File: config.mk
export PLATFORM = sky130hd
export DESIGN_NAME = output_buf_unpack
export DESIGN_NICKNAME = d
export VERILOG_FILES = /design/src/rtl/output_buf_unpack.sv
export SDC_FILE = /design/constraint.sdc
export NUM_CORES = 1
export LEC_CHECK = 0
export ABC_AREA = 1
export CAP_MARGIN = 20
export CORE_MARGIN = 8
export CORE_UTILIZATION = 45
export DETAILED_ROUTE_END_ITERATION = 16
export GPL_TIMING_DRIVEN = 0
export PLACE_DENSITY_LB_ADDON = 0.15
export SKIP_LAST_GASP = 1
export SYNTH_ARGS = -nofsm -noshare
export SYNTH_HDL_FRONTEND = slang
export SYNTH_SLANG_ARGS = --single-unit
File: constraint.sdc
create_clock -name clk -period 2.31 [get_ports clk]
set_clock_uncertainty 0.2 [all_clocks]
set_input_delay 0.231 -clock clk [delete_from_list [all_inputs] [get_ports clk]]
set_output_delay 0.231 -clock clk [all_outputs]
set_load 0.05 [all_outputs]
File: src/rtl/output_buf_unpack.sv
// output_buf_unpack: read side of the output buffer. Fetches packed words
// through the buffer's synchronous read port, unpacks them element by
// element and streams them out over a valid/ready handshake.
// Optional feature: define UNPACK_MSB_FIRST_EN to emit the most significant
// element of each word first (left shift) instead of the least significant.

`ifndef OUTPUT_BUF_DATASIZE
`define OUTPUT_BUF_DATASIZE 32
`endif

module output_buf_unpack #(
   parameter int DATA_W = `OUTPUT_BUF_DATASIZE,
   parameter int ELEM_W = 8,
   parameter int ADDR_W = 6,
   parameter int CNT_W  = $clog2(DATA_W/ELEM_W)+1
) (
   input  logic              clk,
   input  logic              rst,
   input  logic              start,
   input  logic [ADDR_W-1:0] base_addr,
   input  logic [ADDR_W:0]   num_words,
   input  logic [CNT_W-1:0]  elems_per_word,
   output logic              rd_en,
   output logic [ADDR_W-1:0] rd_addr,
   input  logic [DATA_W-1:0] rd_data,
   output logic              out_valid,
   output logic [ELEM_W-1:0] out_data,
   input  logic              out_ready,
   output logic              out_last,
   output logic              busy,
   output logic              done
);

   localparam int                NELEM   = DATA_W / ELEM_W;
   localparam logic [CNT_W-1:0]  MAX_EPW = CNT_W'(NELEM);
   localparam logic [CNT_W-1:0]  CNT_ONE = CNT_W'(1);
   localparam logic [CNT_W-1:0]  CNT_TWO = CNT_W'(2);
   localparam logic [ADDR_W:0]   WRD_ONE = (ADDR_W+1)'(1);
   localparam logic [ADDR_W-1:0] ADR_ONE = ADDR_W'(1);

   typedef enum logic [2:0] {IDLE, READ, LOAD, EMIT, FIN} state_t;

   state_t            state;
   logic [DATA_W-1:0] shreg;
   logic [DATA_W-1:0] shreg_next;
   logic [CNT_W-1:0]  cnt;        // elements still to emit from the current word
   logic [CNT_W-1:0]  epw;        // latched elements-per-word, already clamped
   logic [CNT_W-1:0]  epw_in;
   logic [ADDR_W:0]   words_rem;  // words not yet loaded into the shift register
   logic              handshake;

   assign handshake = out_valid && out_ready;

   // Map elements-per-word: 0 and out-of-range values both mean a full word.
   always_comb begin
      // NOTE: assign a default before any condition so no latch is inferred.
      epw_in = elems_per_word;
      if (elems_per_word == '0 || elems_per_word > MAX_EPW) epw_in = MAX_EPW;
   end

`ifdef UNPACK_MSB_FIRST_EN
   assign shreg_next = shreg << ELEM_W;
   assign out_data   = shreg[DATA_W-1 -: ELEM_W];
`else
   assign shreg_next = shreg >> ELEM_W;
   assign out_data   = shreg[ELEM_W-1:0];
`endif

   // Job sequencer: one read, one load, then emit the word's elements.
   always_ff @(posedge clk or posedge rst) begin
      if (rst) begin
         state     <= IDLE;
         shreg     <= '0;
         cnt       <= '0;
         epw       <= '0;
         words_rem <= '0;
         rd_en     <= 1'b0;
         rd_addr   <= '0;
         out_valid <= 1'b0;
         out_last  <= 1'b0;
         busy      <= 1'b0;
         done      <= 1'b0;
      end else begin
         // NOTE: non-blocking assignments only, so every register samples pre-edge values.
         rd_en <= 1'b0;
         done  <= 1'b0;
         case (state)
            IDLE: begin
               if (start) begin
                  epw       <= epw_in;
                  words_rem <= num_words;
                  rd_addr   <= base_addr;
                  if (num_words != '0) begin
                     state <= READ;
                     rd_en <= 1'b1;
                     busy  <= 1'b1;
                  end else begin
                     state <= FIN;
                  end
               end
            end
            READ: begin
               // rd_en is high during this state; data returns next cycle.
               state <= LOAD;
            end
            LOAD: begin
               shreg     <= rd_data;
               cnt       <= epw;
               words_rem <= words_rem - WRD_ONE;
               out_valid <= 1'b1;
               out_last  <= (words_rem == WRD_ONE) && (epw == CNT_ONE);
               state     <= EMIT;
            end
            EMIT: begin
               if (handshake) begin
                  shreg <= shreg_next;
                  cnt   <= cnt - CNT_ONE;
                  if (cnt == CNT_ONE) begin
                     out_valid <= 1'b0;
                     out_last  <= 1'b0;
                     if (words_rem != '0) begin
                        state   <= READ;
                        rd_en   <= 1'b1;
                        rd_addr <= rd_addr + ADR_ONE;
                     end else begin
                        state <= FIN;
                     end
                  end else begin
                     out_last <= (words_rem == '0) && (cnt == CNT_TWO);
                  end
               end
            end
            FIN: begin
               done  <= 1'b1;
               busy  <= 1'b0;
               state <= IDLE;
            end
            default: state <= IDLE;
         endcase
      end
   end

endmodule

==> results.cfg, run 1 <==
[sta]
finalSetupViolCount = 0
rsz0062_at_grt = no
max_freq_mhz = 475.8
period_minus_slack_ns = 2.102
hold_viol_final = 0
timing.slew.headroom_pct = 58.11
fin_crit_sh_pct = 90.98
worst_pin_slew_ns = 0.6260
drv_slew = 0

[clock_tree]
cts.sinks = 59
clk_pin_slew_ns = 0.06
htreeDepth = 3
hold_buffers = 0
clock_path_buffers = 2
clock_latency_ns = 0.33
clockRootBuffer = clkbuf_8
cts_tree = done
cts_made_buffers = 9
postCtsSetupBuffers = 0
ctsResizeCount = 0

[synth]
yosysUniqueCellTypes = 25
syn_area_per_cell_um2 = 7.807
synthArstFlopShare_pct = 100.0
yosys_warnings = 0
synthFlopType = dfrtp_1
synth_area_leaders = dfrtp_1 (48%), nand2_1 (13%), a21oi_1 (8.4%)
synth.net_count = 456
yosysTopAreaCellShare_pct = 47.75
seq_area_frac_synth_pct = 47.75
yosys_register_bits = 59
synth_edf_count = 0
synth_largest_area_cell = dfrtp_1
synth_area_mm2 = 0.003092
syn-instance-count = 396

[grt]
grt_usage_pct = 16.72
gr-total-overflow = 0
grt_pass1_wl_um = 13290
grt_antenna_before_repair = 0
grt_pass1_vias = 2815
grt_max_degree = 37

[layout]
drive_gt1_share_pct = 9.751
stdcell_count = 562
layout_common_cells = nand2_1 (109), clkdlybuf4s50_1 (70), dfrtp_1 (59)
final_common_cell = nand2_1
final_util_pct = 60.89
stdcell_area_mm2 = 0.004091
area_growth_pct = 32.33
final_nets = 538
diodes = 0

[setup_path]
cp.required_ns = 1.88
crit_type = flop to output pin
critPathMaxFanout = 8
crit_buf_inv = 1
startpoint_type = flop
crit_chain = clkdlybuf4s50_1
cp_slowest_cell = clkdlybuf4s50_1
critPathCaptureType = output pin
crit_path_max_incr_delay_ns = 0.86
path_delay_family = buffers and inverters
r2r_slack_ns = 0.37
arrival_ns = 1.67

[detailed_routing]
viasPerCell = 5.135
postRouteAntennaNets = 0
met1_length_um = 3649
finalWirelength_um = 7885
drtPass1Iterations = 4
routed.top_layer = met4
wl_met3_um = 483
vias = 2886
drc_errors = 0
dr_wl_met2_um = 3691
wl_per_cell_um = 14.03
initialDrtViolationCount = 124

[power]
peakVddDrop_v = 0.0006635
p_per_area_mw_per_mm2 = 1460
leakage_nw = 1.930

[placement]
gp_congestion = 0.8899
io_buffers = 70
placed_area_mm2 = 0.003913
dpl.hpwl_um = 5989
numPlacedInstances = 547

[die]
row_count = 30
core_area_mm2 = 0.006719
die_y_um = 98.89
start_util_pct = 46.01
chipWidth_um = 98.89
ioPinCount = 71
dieArea_mm2 = 0.009779

[run]
drv_cap = 0

[hold_path]
hp-class = primary input to asynchronous set/reset pin

[outcome]
status = finished, final reports clean
stage by stage:
step	power (mW)	TNS (ns)	hold WS (ns)	setup WS, ns
detailed placement	5.133	0	0.2822	0.4013
global placement	5.054	-42.26	0.2748	-0.7184
CTS	6.004	0	0.09625	0.1929
finish	5.972	0	0.07852	0.2083
global route	6.479	0	0.1210	0.1361
floorplan	4.197	0	0.1687	0.4227
state kept, by name, summed over array words and instances (netlist names):
register / flops
out_valid: 1
out_last: 1
cnt: 3
words_rem: 7
rd_addr: 6
epw: 3
busy: 1
state: 3
rd_en: 1
shreg: 32
done: 1
layer usage:
metal	GRT usage (%)	vias to the layer above
li1	-	1457
met1	21.03	1356
met5	0	-
met3	5.285	6
met2	26.51	67
met4	5.431	0
final cells by class:
| cell class | count | area, um2 |
|---|---|---|
| plain buffers | 21 | 132.6 |
| clock buffers | 13 | 168.9 |
| clock inverters | 2 | 10.01 |
| fillers | 600 | 2628 |
| inverters | 34 | 127.6 |
| multi-input cells | 282 | 1355 |
| flip-flops and latches | 59 | 1476 |
| well taps | 80 | 100.1 |
| repair buffers | 71 | 720.7 |
synthesized netlist by cell type, types with 2 or more instances:
cell        n
inv_2       5
nor2_2      2
nand4_1     5
nand3_1    21
o211ai_1    2
o21ai_0    19
buf_2      10
a32o_1      8
nand2_1   109
nor3_1      3
dfrtp_1    59
buf_4       9
a21oi_1    52
inv_1      29
nor2_1     45
or2_2       2
ha_1        8
kinds of logic after synthesis:
family	Yosys count	share of synthesized area, %
AO/OA/AOI/OAI	84	15.22
adder cells (fa/ha/maj)	8	3.238
buffers and inverters	55	8.417
flip-flops	59	47.75
AND/OR/NAND/NOR	190	25.37
path summary, 6_finish.rpt:
path	startpoint	end	cells past startpoint
worst max-delay path	rd_addr[0]	rd_addr[0]	1
worst min register to register	shreg[27]	shreg[27]	1
worst max register to register	state[2]	words_rem[0]	8
max in group asynchronous	rst	shreg[30]	3
min in group clk	shreg[27]	shreg[27]	1
worst min-delay path	rst	words_rem[4]	2
report_power, final:
part | switching (mW) | internal, mW
registers | 0.344 | 1.53
logic | 2.06 | 1.18
clock network | 0.383 | 0.468
total | 2.79 | 3.18
worst reg2reg max path: cells and delay by family (launching register included):
family          cells  cell delay [ns]
buf+inv             2             0.30
flops               1             0.40
compound gates      2             0.15
simple gates        4             0.77
Power figures use the tool's default switching activity.
==> run 2: changes to the inputs <==
--- a/config.mk
+++ b/config.mk
@@ -7,9 +7,10 @@
 export LEC_CHECK = 0
 export ABC_AREA = 1
 export CAP_MARGIN = 20
-export CORE_MARGIN = 8
-export CORE_UTILIZATION = 45
+export CORE_MARGIN = 1.5
+export CORE_UTILIZATION = 60
 export DETAILED_ROUTE_END_ITERATION = 16
+export DONT_BUFFER_PORTS = 1
 export GPL_TIMING_DRIVEN = 0
 export PLACE_DENSITY_LB_ADDON = 0.15
 export SKIP_LAST_GASP = 1
==> run 2 against run 1 <==
Die area shrank 43%. Via count grew 2.8%. Maximum frequency rose by 5.7%. Critical path depth up 6. Core utilization is 19 points higher. Combinational power down 14%. Worst hold slack worse by 0.074 ns. Sequential power up 14%. Cell count is 5.9% lower. Routed wire length rose by 0.76%.
==> results.cfg, run 2 (synthesis results as in run 1) <==
[sta]
rsz0062_at_grt = no
hold_viol_final = 0
drv_slew = 0
max_freq_mhz = 502.9
finalSetupViolCount = 0
period_minus_slack_ns = 1.988
worst_pin_slew_ns = 0.6650
fin_crit_sh_pct = 86.07
setup_ws_ns = 0.3217
timing.slew.headroom_pct = 55.67

[power]
p_int_mw = 3.025
leakage_nw = 1.871
peakVddDrop_v = 0.001064
switching_share_pct = 48.35
p_clk_share_pct = 16.0
p_sw_mw = 2.833
power_frac_comb_pct = 47.4
p_per_area_mw_per_mm2 = 1506
seqPwrFrac_pct = 36.6

[clock_tree]
clockRootBuffer = clkbuf_8
clock_path_buffers = 2
cts_made_buffers = 9
postCtsSetupBuffers = 0
cts_tree = done
clk_pin_slew_ns = 0.06
htreeDepth = 3
cts.sinks = 59
clock_latency_ns = 0.34

[die]
die_y_um = 74.79
dieArea_mm2 = 0.005593
row_count = 25
chipWidth_um = 74.79
core_area_mm2 = 0.004848
start_util_pct = 63.77
ioPinCount = 71

[detailed_routing]
finalWirelength_um = 7945
drc_errors = 0
drtPass1Iterations = 6
initialDrtViolationCount = 239
vias = 2966
wl_per_cell_um = 15.02
viasPerCell = 5.607
postRouteAntennaNets = 0

[run]
drv_cap = 0

[grt]
grt_usage_pct = 30.46
gr-usage-met2_pct = 49.60
grt_antenna_before_repair = 0
grtUsageMet1_pct = 38.35
met3_usage_pct = 7.898
grt_max_degree = 45
grt_pass1_wl_um = 12630
grt_busiest_layer = met2
grt_pass1_vias = 2794
gr-total-overflow = 0

[layout]
area_growth_pct = 25.82
top_regs = shreg (32), words_rem (7), rd_addr (6)
diodes = 0
largest_register = shreg
final_util_pct = 80.23
final_nets = 518
layout_common_cells = nand2_1 (109), dfrtp_1 (59), a21oi_1 (52)
largest_reg_flops = 32
final_common_cell = nand2_1
drive_gt1_share_pct = 9.957

[hold_path]
hp-class = primary input to flop

[setup_path]
critPathMaxFanout = 6
startpoint_type = flop
crit_type = flop to flop
crit_chain = nand2_1, nor2_1, nor2_1, nor2_1, nand3_1, nand2_1, nand2_1
cp.required_ns = 2.33
arrival_ns = 2.01
crit_path_max_incr_delay_ns = 0.69
cp_slowest_cell = dfrtp_1
critPathCaptureType = flop

[placement]
dpl.hpwl_um = 4892
io_buffers = 0
dp_slack_ns = 0.3730
gp_congestion = 0.9054

[outcome]
status = finished, final reports clean
run 2: cell count changes in the layout (fill, tap and decap cells not counted):
cell / change
clkbuf_1: +1
bufinv_16: +1
clkdlybuf4s50_1: -70
dlygate4sd3_1: +50
clkinv_2: -1
clkbuf_8: -1
run 2: cell type report:
cell class,instances,area (um2)
Buffer,21,132.6
Clock buffer,13,158.9
Clock inverter,2,35.03
Fill cell,315,958.4
Inverter,34,127.6
Multi-Input combinational cell,282,1355
Sequential cell,59,1476
Tap cell,67,83.83
Timing Repair Buffer,51,520.5
run 2: repair_timing:
action / 4_1_cts / 5_1_grt
resized for setup: 0 / 0
endpoints found under the hold margin: 109 / 0
hold buffers: 50 / 0
run 2: power groups by stage:
stage	sequential, mW	combinational (mW)	clock [mW]
2_1_floorplan	2.04	2.16	0
3_3_place_gp	2.12	2.55	0
3_5_place_dp	2.13	2.63	0
4_1_cts	2.12	2.71	0.949
5_1_grt	2.19	3.11	0.990
6_report	2.14	2.78	0.936
run 2: metal layers:
metal  vias to the layer above  wire, um
met1                      1384      3390
met2                       150      3816
met3                        19       570
li1                       1413         -
met4                         0       168
met5                         -         0
run 2: critical path, delay by kind of cell (launching register included):
kind / cells / cell delay, ns
simple gates: 7 / 0.98
flops: 1 / 0.69
run 2: worst paths after layout:
check                                        from           end  slack [ns]  cells past startpoint
worst max-delay path                    out_valid    rd_addr[1]        0.32                      7
worst min-delay path            elems_per_word[2]        epw[2]       0.004                      3
worst max register to register          out_valid    rd_addr[1]        0.32                      7
worst min register to register          shreg[28]     shreg[28]        0.30                      1
max in group asynchronous                     rst    rd_addr[1]        1.23                      3
min in group asynchronous                     rst  words_rem[1]        0.13                      2
run 2: per-stage QoR:
step / area, um2 / hold WS [ns] / instances / total power, mW / setup TNS [ns]
after CTS: 3890 / 0.001232 / 529 / 5.777 / 0
after global placement: 3176 / 0.1786 / 463 / 4.670 / -11.05
after detailed placement: 3196 / -0.09085 / 464 / 4.762 / 0
after floorplan: 3092 / 0.1687 / 396 / 4.197 / 0
after global routing: 3890 / 0.03631 / 529 / 6.291 / 0
final: 3890 / 0.004111 / 529 / 5.858 / 0
